$ cat src/rtl/zigzag_scan_pp.sv
`default_nettype none
// ============================================================================
// Module      : zigzag_scan_pp
// Description : Double-buffered N x N zigzag scanner with valid/ready streams.
//               Forward mode emits a raster block in zigzag order; inverse
//               mode restores raster order from a zigzag block.
// Revision    : 1.0 - initial release
// ============================================================================
module zigzag_scan_pp #(
  parameter int DATA_W = 10,
  parameter int N      = 8
) (
  input  logic              clk,
  input  logic              rst,
  input  logic              in_vld,
  output logic              in_rdy,
  input  logic [DATA_W-1:0] din,
  input  logic              mode,
  output logic              out_vld,
  input  logic              out_rdy,
  output logic [DATA_W-1:0] dout,
  output logic              out_sob,
  output logic              out_eob
);

  localparam int L  = N * N;
  localparam int CW = $clog2(N);
  localparam int AW = 2 * CW;
  localparam logic [AW-1:0] LAST  = {AW{1'b1}};
  localparam logic [CW-1:0] C_MAX = {CW{1'b1}};
  localparam logic [CW-1:0] C_ONE = CW'(1);

  // One step of the zigzag walker; dir 0 = up-right, 1 = down-left.
  // Returns {next_dir, next_row, next_col}.
  function automatic logic [AW:0] zz_next(input logic [CW-1:0] r,
                                          input logic [CW-1:0] c,
                                          input logic dir);
    logic [CW-1:0] nr;
    logic [CW-1:0] nc;
    logic          nd;
    nr = r;
    nc = c;
    nd = dir;
    if (!dir) begin
      if (c == C_MAX) begin
        nr = r + C_ONE;
        nd = 1'b1;
      end else if (r == '0) begin
        nc = c + C_ONE;
        nd = 1'b1;
      end else begin
        nr = r - C_ONE;
        nc = c + C_ONE;
      end
    end else begin
      if (r == C_MAX) begin
        nc = c + C_ONE;
        nd = 1'b0;
      end else if (c == '0) begin
        nr = r + C_ONE;
        nd = 1'b0;
      end else begin
        nr = r + C_ONE;
        nc = c - C_ONE;
      end
    end
    return {nd, nr, nc};
  endfunction

  // Two ping-pong banks addressed as {bank, addr}; addr = row*N + col.
  logic [DATA_W-1:0] mem [0:2*L-1];

  logic [1:0]    full;
  logic [1:0]    full_nxt;
  logic [1:0]    bank_mode;

  logic          wr_bank;
  logic [AW-1:0] wr_cnt;
  logic [CW-1:0] wr_r;
  logic [CW-1:0] wr_c;
  logic          wr_dir;

  logic          rd_bank;
  logic [AW-1:0] rd_cnt;
  logic [CW-1:0] rd_r;
  logic [CW-1:0] rd_c;
  logic          rd_dir;
  logic          out_bank;

  logic          wr_fire;
  logic          wr_mode_eff;
  logic [AW-1:0] wr_addr;
  logic [AW:0]   wr_nxt;
  logic          rd_load;
  logic          rd_mode;
  logic [AW-1:0] rd_addr;
  logic [AW:0]   rd_nxt;
  logic          out_fire;

  assign in_rdy   = !rst && !full[wr_bank];
  assign wr_fire  = in_vld && in_rdy;
  // Beat 0 takes the live mode input; later beats use the latched copy.
  assign wr_mode_eff = (wr_cnt == '0) ? mode : bank_mode[wr_bank];
  assign wr_addr  = wr_mode_eff ? {wr_r, wr_c} : wr_cnt;
  assign wr_nxt   = zz_next(wr_r, wr_c, wr_dir);

  assign out_fire = out_vld && out_rdy;
  // Fetch the next beat whenever the output register is empty or being consumed.
  assign rd_load  = full[rd_bank] && (!out_vld || out_rdy);
  assign rd_mode  = bank_mode[rd_bank];
  assign rd_addr  = rd_mode ? rd_cnt : {rd_r, rd_c};
  assign rd_nxt   = zz_next(rd_r, rd_c, rd_dir);

  // Bank occupancy: a bank frees when its last beat is consumed downstream and
  // becomes full when its last beat is written; both may happen on one edge.
  always_comb begin
    full_nxt = full;
    if (out_fire && out_eob) full_nxt[out_bank] = 1'b0;
    if (wr_fire && (wr_cnt == LAST)) full_nxt[wr_bank] = 1'b1;
  end

  // Coefficient storage write port.
  always_ff @(posedge clk) begin
    if (wr_fire) mem[{wr_bank, wr_addr}] <= din;
  end

  // Write/read sequencing, walkers and registered output stage.
  always_ff @(posedge clk) begin
    if (rst) begin
      full      <= '0;
      bank_mode <= '0;
      wr_bank   <= 1'b0;
      wr_cnt    <= '0;
      wr_r      <= '0;
      wr_c      <= '0;
      wr_dir    <= 1'b0;
      rd_bank   <= 1'b0;
      rd_cnt    <= '0;
      rd_r      <= '0;
      rd_c      <= '0;
      rd_dir    <= 1'b0;
      out_bank  <= 1'b0;
      out_vld   <= 1'b0;
      dout      <= '0;
      out_sob   <= 1'b0;
      out_eob   <= 1'b0;
    end else begin
      full <= full_nxt;

      if (wr_fire) begin
        if (wr_cnt == '0) bank_mode[wr_bank] <= mode;
        if (wr_cnt == LAST) begin
          wr_cnt  <= '0;
          wr_r    <= '0;
          wr_c    <= '0;
          wr_dir  <= 1'b0;
          wr_bank <= ~wr_bank;
        end else begin
          wr_cnt <= wr_cnt + AW'(1);
          {wr_dir, wr_r, wr_c} <= wr_nxt;
        end
      end

      if (rd_load) begin
        dout     <= mem[{rd_bank, rd_addr}];
        out_vld  <= 1'b1;
        out_sob  <= (rd_cnt == '0);
        out_eob  <= (rd_cnt == LAST);
        out_bank <= rd_bank;
        if (rd_cnt == LAST) begin
          rd_cnt  <= '0;
          rd_r    <= '0;
          rd_c    <= '0;
          rd_dir  <= 1'b0;
          rd_bank <= ~rd_bank;
        end else begin
          rd_cnt <= rd_cnt + AW'(1);
          {rd_dir, rd_r, rd_c} <= rd_nxt;
        end
      end else if (out_fire) begin
        out_vld <= 1'b0;
      end
    end
  end

endmodule
`default_nettype wire

$ cat config.mk
export PLATFORM = sky130hd
export DESIGN_NAME = zigzag_scan_pp
export DESIGN_NICKNAME = d
export VERILOG_FILES = /design/src/rtl/zigzag_scan_pp.sv
export SDC_FILE = /design/constraint.sdc
export NUM_CORES = 2
export LEC_CHECK = 0
export CAP_MARGIN = 20
export CORE_MARGIN = 2
export CORE_UTILIZATION = 38
export CTS_BUF_LIST = sky130_fd_sc_hd__clkbuf_4 sky130_fd_sc_hd__clkbuf_8
export DETAILED_ROUTE_END_ITERATION = 16
export PLACE_DENSITY = 0.6
export SLEW_MARGIN = 20
export SYNTH_ARGS = -nofsm -noshare
export SYNTH_HDL_FRONTEND = slang
export SYNTH_SLANG_ARGS = --single-unit
$ cat constraint.sdc
create_clock -name clk -period 4.6 [get_ports clk]
set_input_delay 1.38 -clock clk [delete_from_list [all_inputs] [get_ports clk]]
set_output_delay 1.38 -clock clk [all_outputs]
set_load 0.01 [all_outputs]
# [Yosys cells after proc, flatten, opt, wreduce, memory -nomap -nowiden]
# Memory sizes are Yosys's and may differ from the RTL's. A register that Yosys moved wholly into a read port is not among the register bits.
# Cells that the tools add are included.
[word_totals] memories=1 inputBits=15 romBits=0 mem_bits_rw=1280 output_inout_bits=14 latchBits=0 regBits=36
[classes] reduce_logical=26 order_cmp=5 shift=0 n_eq_ne=14 n_mux=56 add_sub_neg=10 n_bitwise=5 n_mul=0 n_div=0
[memory_table] name="mem" words=128 width=10 rd=1 rd_ports_with_merged_regs=1 wr=1 line_no="71" text="logic [DATA_W-1:0] mem [0:2*L-1];"
[op_table] operator="two-way mux 3 bit" n=20
[op_table] operator="two-way mux 1 bit" n=27
[op_table] operator="two-way mux 6 bit" n=4
[op_table] operator="inequality test 4 x 3 -> 1 bit, second input constant" n=4
[op_table] operator="adder 3 x 1 -> 3 bit, second input constant" n=4
[op_table] operator="adder 6 x 1 -> 6 bit, second input constant" n=2
[op_table] operator="== test 3 bit, second input constant" n=4
[op_table] operator="== test 6 bit, second input constant" n=2
[op_table] operator="logical NOT 3 bit" n=4
[op_table] operator="logical NOT 6 bit" n=2
[op_table] operator="inequality test 3 x 2 -> 1 bit, second input constant" n=4
[op_table] operator="AND reduction 3 bit" n=4
[op_table] operator="subtractor 3 x 1 -> 3 bit, second input constant" n=4
[op_table] operator="logical AND 1 bit" n=8
[op_table] operator="less-than comparator 1 x 2 -> 1 bit, second input constant" n=3
[op_table] operator="AND reduction 2 bit" n=3
[op_table] operator="two-way mux 2 bit" n=2
[op_table] operator="logical NOT 1 bit" n=3
[op_table] operator="AND 2 bit" n=1
[op_table] operator="bitwise mux 2 bit" n=1
[op_table] operator="demux 1 bit (select 1 bit)" n=2
[op_table] operator=">= comparator 1 bit, second input constant" n=2
[op_table] operator="NOT 1 bit" n=2
[op_table] operator="NOT 2 bit" n=1
[op_table] operator="other kinds (3)" n=3

# [Longest topological paths before layout]
[depth] depth_word=9 depth_mapped=15 ltp_nobuf=9

# [Least setup slack after synthesis]
# No wires, ideal clock.
[synth_path] kind="input -> register" start="in rst" end="mem mem[127][0], enable pin" slack_ns=0.844 arrival_time_ns=3.380 required_ns=4.224 path_buffers=3 cell_stages=7 cell_sequence="clkbuf_1 a211oi_1 nand2_1 clkbuf_1 or2_2 clkbuf_1 nor2_1"
[synth_via] elab_chain_len=5
[synth_rtl] element="start: declaration" line_no="14" text="input logic rst,"
[synth_rtl] element="logical NOT 1 bit" line_no="100" text="assign in_rdy = !rst && !full[wr_bank];"
[synth_rtl] element="logical AND 1 bit" line_no="100"
[synth_rtl] element="net in_rdy" line_no="16" text="output logic in_rdy,"
[synth_rtl] element="logical AND 1 bit" line_no="101" text="assign wr_fire = in_vld && in_rdy;"
[synth_rtl] element="two-way mux 1 bit" line_no="124" text="if (wr_fire) mem[{wr_bank, wr_addr}] <= din;"
[synth_rtl] element="two-way mux 1 bit (not written as such)" line_no="124"
[synth_rtl] element="end: declaration" line_no="71"
# The timed path passes the listed nets, and every way through them passes these cells.

# [Worst setup path after layout]
[layout_path] start="reg rd_bank" end="reg dout[0], read port of mem"
[layout_via] elab_chain_len=3
[layout_rtl] element="start: declaration" line_no="83" text="logic rd_bank;"
[layout_rtl] element="start signal: assignment" line_no="175" text="rd_bank <= ~rd_bank;"
[layout_rtl] element="two-way mux 1 bit (on tied branches) (2 in series)" line_no="110, 109"
[layout_rtl] element="two-way mux 6 bit / logical AND 1 bit (equally long branches)" line_no="111, 109"
[layout_rtl] element="end: declaration" line_no="21" text="output logic [DATA_W-1:0] dout,"
# Parallel ways exist; a longest one is shown, timed or not. The select of a mux whose other input is x is not followed.
# A chain may end at the register's enable or synchronous reset.

==> key figures <==
Yosys
  • Cells after Synth: 3232
  • Yosys reg bits: 1326
  • Synth warnings: 0
  • Syn Nets: about 3300
  • Mean Syn Cell Area: about 16 um2
  • Main synth FF type: edfxtp_1
  • Synth async-reset ratio: 0%
  • Netlist Area Pre-Place: between 50000 and 60000 um2
  • Synth cell types: 55
  • Sequential fraction of the synthesis area: 75.1%
  • EDFF count, synth: 1280

Global routing
  • Global-route wire length before repair: 211 mm
  • Antenna violations before repair: 2
  • Vias in the first global route: approximately 30000
  • GR Util All Layers: 20.5%
  • Grt total ovfl: 0
  • Largest net degree at the start of global routing: 93

Setup path
  • CP startpoint kind: register
  • Worst path most repeated cell: mux2i_4
  • CP max stage delay: between 0.6 and 0.7 ns
  • Crit path DAT: ~4.9 ns
  • Critical path cell sequence: mux2i_4, mux2i_4, buf_4, buf_12, mux4_2, o21ai_0, a21oi_1, nand3_1, a41oi_1
  • Crit. path cell count: 9
  • Reg2reg path depth: 9
  • CP required: around 5.3 ns
  • Bufs and invs on worst path: 2
  • Worst setup EP type: register
  • Crit path max-delay family: multiplexers
  • Slowest stage cell on the critical path: mux2i_4
  • Max FO, Critical Path: 53
  • Setup Crit Path Kind: register to register

Route
  • Total iterations of the first detailed-routing run: 6
  • WL/cell: 26.2 um
  • Post-DR vias/cell: around 5.5
  • Post-route ant nets: 0
  • Detailed Route Iter0 Violations: 3641
  • Vias: about 30000
  • Final WL: 145 mm
  • DRC: 0

Placed design
  • DP Wirelength: roughly 90 mm
  • RePlAce Congestion: approximately 0.89
  • I/O Buffers: 28

Power
  • Peak supply drop: 0.000219 V
  • Power per Cell Area: 392 nW/um2
  • Lkg Pwr: between 15 and 20 nW

Clock tree
  • Clock root buffer: clkbuf_8
  • Post-CTS setup buffers: 0
  • Worst-path clk slew: 0.06 ns
  • Skew-Pair Late Insertion Delay: roughly 0.9 ns
  • Clk sinks: between 1000 and 1500
  • CTS Buffer Depth: 3
  • Total CTS buffers: between 200 and 250
  • CTS Hold Buffers Added: 0
  • Post_cts resized: 0
  • CTS tree: yes
  • H-tree levels: 4

Timing
  • Crit path time final: 4.15 ns
  • Hold Slack: about 0.46 ns
  • Sum Neg Setup Slack: 0 ns
  • # setup viols final: 0
  • Crit share post-route: between 90 and 100%
  • Final count of pins violating max slew: 0
  • Clock Skews: around 0.053 ns
  • Final Hold Fails: 0
  • Worst slew pin tran: 1.02 ns
  • RSZ-0062 raised after global routing: false
  • Fmax: about 0.24 GHz
  • Slew Limit Headroom: a little under a third

Layout
  • Layout cells sized above 1: 22.2%
  • Nets: approximately 3600
  • Most frequent cells in the layout: 1280 x edfxtp_1, 617 x nand2_1, 252 x buf_4
  • Commonest non-fill, non-tap cell in the layout: edfxtp_1
  • Area grow syn2layout: 15.9%

Worst hold path
  • Hold Crit Class: register to register
  • Worst Hold Depth: 2

Die
  • DIE HEIGHT: about 380 um
  • DIE AREA: 141000 um2
  • Std-Cell Rows: 136
  • Chip width: ~380 um
  • Top Ports: 29
  • Core area: approximately 140000 um2
  • Initial core utilization: around two fifths

Run status
  • Outcome: completed

Flow run
  • Max-Cap Viols: 0
-- synth_stat cells, drive strengths merged (2+ instances only) --
| cell | n | area, um2 |
|---|---|---|
| a31oi | 74 | 463 |
| or2 | 11 | 68.8 |
| o211ai | 2 | 15.0 |
| a41oi | 10 | 87.6 |
| inv | 21 | 78.8 |
| a311o | 4 | 40.0 |
| a311oi | 15 | 131 |
| a211oi | 6 | 45.0 |
| mux4 | 181 | 4080 |
| o32a | 3 | 30.0 |
| o32ai | 6 | 52.6 |
| o21ai | 9 | 45.0 |
| ha | 20 | 250 |
| clkbuf | 78 | 293 |
| a221oi | 2 | 17.5 |
| dfxtp | 46 | 921 |
| nor2 | 180 | 691 |
| xnor2 | 7 | 61.3 |
| xor2 | 5 | 43.8 |
| a32oi | 61 | 534 |
| nor2b | 5 | 31.3 |
| o22ai | 6 | 37.5 |
| nand2 | 617 | 2320 |
| mux2 | 4 | 48.8 |
| and2 | 3 | 18.8 |
| nand4 | 25 | 156 |
| a22oi | 4 | 30.0 |
| o31ai | 5 | 37.5 |
| edfxtp | 1280 | 38400 |
| buf | 112 | 719 |
| a21oi | 47 | 235 |
| and3 | 8 | 50.1 |
| nor4 | 3 | 18.8 |
| nand3 | 241 | 1210 |
| nor3 | 13 | 70.1 |
| or3 | 8 | 50.1 |
| nand2b | 18 | 113 |
| o221ai | 4 | 35.0 |
| a21o | 2 | 15.0 |
| mux2i | 80 | 813 |
-- layout make-up --
cell class / count / area (um2)
Antenna cell: 1 / 2.50
Clock buffer: 288 / 3530
Clock inverter: 99 / 714
Fill cell: 12035 / 76400
Inverter: 21 / 78.8
Multi-Input combinational cell: 1695 / 12100
Sequential cell: 1326 / 39400
Tap cell: 1794 / 2240
Timing Repair Buffer: 303 / 2720
-- worst reg2reg max path: stages, from the launching register on --
cell and delay (ns):
dfxtp_1 0.56, mux2i_4 0.60, mux2i_4 0.65, buf_4 0.25, buf_12 0.28, mux4_2 0.67, o21ai_0 0.52, a21oi_1 0.15
nand3_1 0.21, a41oi_1 0.14
-- cells by family after synthesis --
group	count (synthesis)	share of synthesized area, %
adders and majority gates	20	0.477
muxes	265	9.42
and+or+nand+nor	1134	9.16
buffers and inverters	211	2.08
xor gates and xnor gates	12	0.200
AOI/OAI and AO/OA	264	3.60
DFF	1326	75.1
-- final timing paths --
kind / slack [ns] / to / start
setup / recovery: 0.45 / dout[0] / rd_bank
hold / removal: 0.46 / out_sob / out_sob
setup reg to reg: 0.45 / dout[0] / rd_bank
hold reg to reg: 0.46 / out_sob / out_sob
-- registers in the layout, indices dropped and copies added (netlist names), 2 cells and up --
name and cells:
full 2, mem 1280, bank_mode 2, wr_r 3, rd_cnt 6, rd_r 3, rd_c 3, dout 10
wr_cnt 6, wr_c 3
-- routing by layer --
metal	routed length (um)	up-vias	track usage, %
li1	-	13200	-
met1	59900	15756	28.1
met2	68700	1399	32.5
met3	11800	258	4.09
met4	4560	0	7.19
met5	0	-	0
-- power by group --
| part | internal (mW) | switching (mW) | leakage, nW |
|---|---|---|---|
| sequential | 13.2 | 0.0129 | 11.9 |
| combinational | 0.0997 | 0.350 | 5.51 |
| clock | 5.39 | 4.70 | 2.23 |
| total | 18.7 | 5.07 | 19.6 |
-- per-stage QoR --
stage	instances	setup WS [ns]	utilization, %	cell area (um2)	total power, mW
2_1_floorplan	3232	0.844	-	52400	13.6
3_3_place_gp	5139	0.278	41.2	56500	14.0
3_5_place_dp	5139	0.263	41.2	56500	14.0
4_1_cts	5526	0.493	44.3	60800	24.0
5_1_grt	5527	0.226	44.3	60800	24.5
6_report	5527	0.446	44.3	60800	23.8
(Power assumes the default switching activity.)
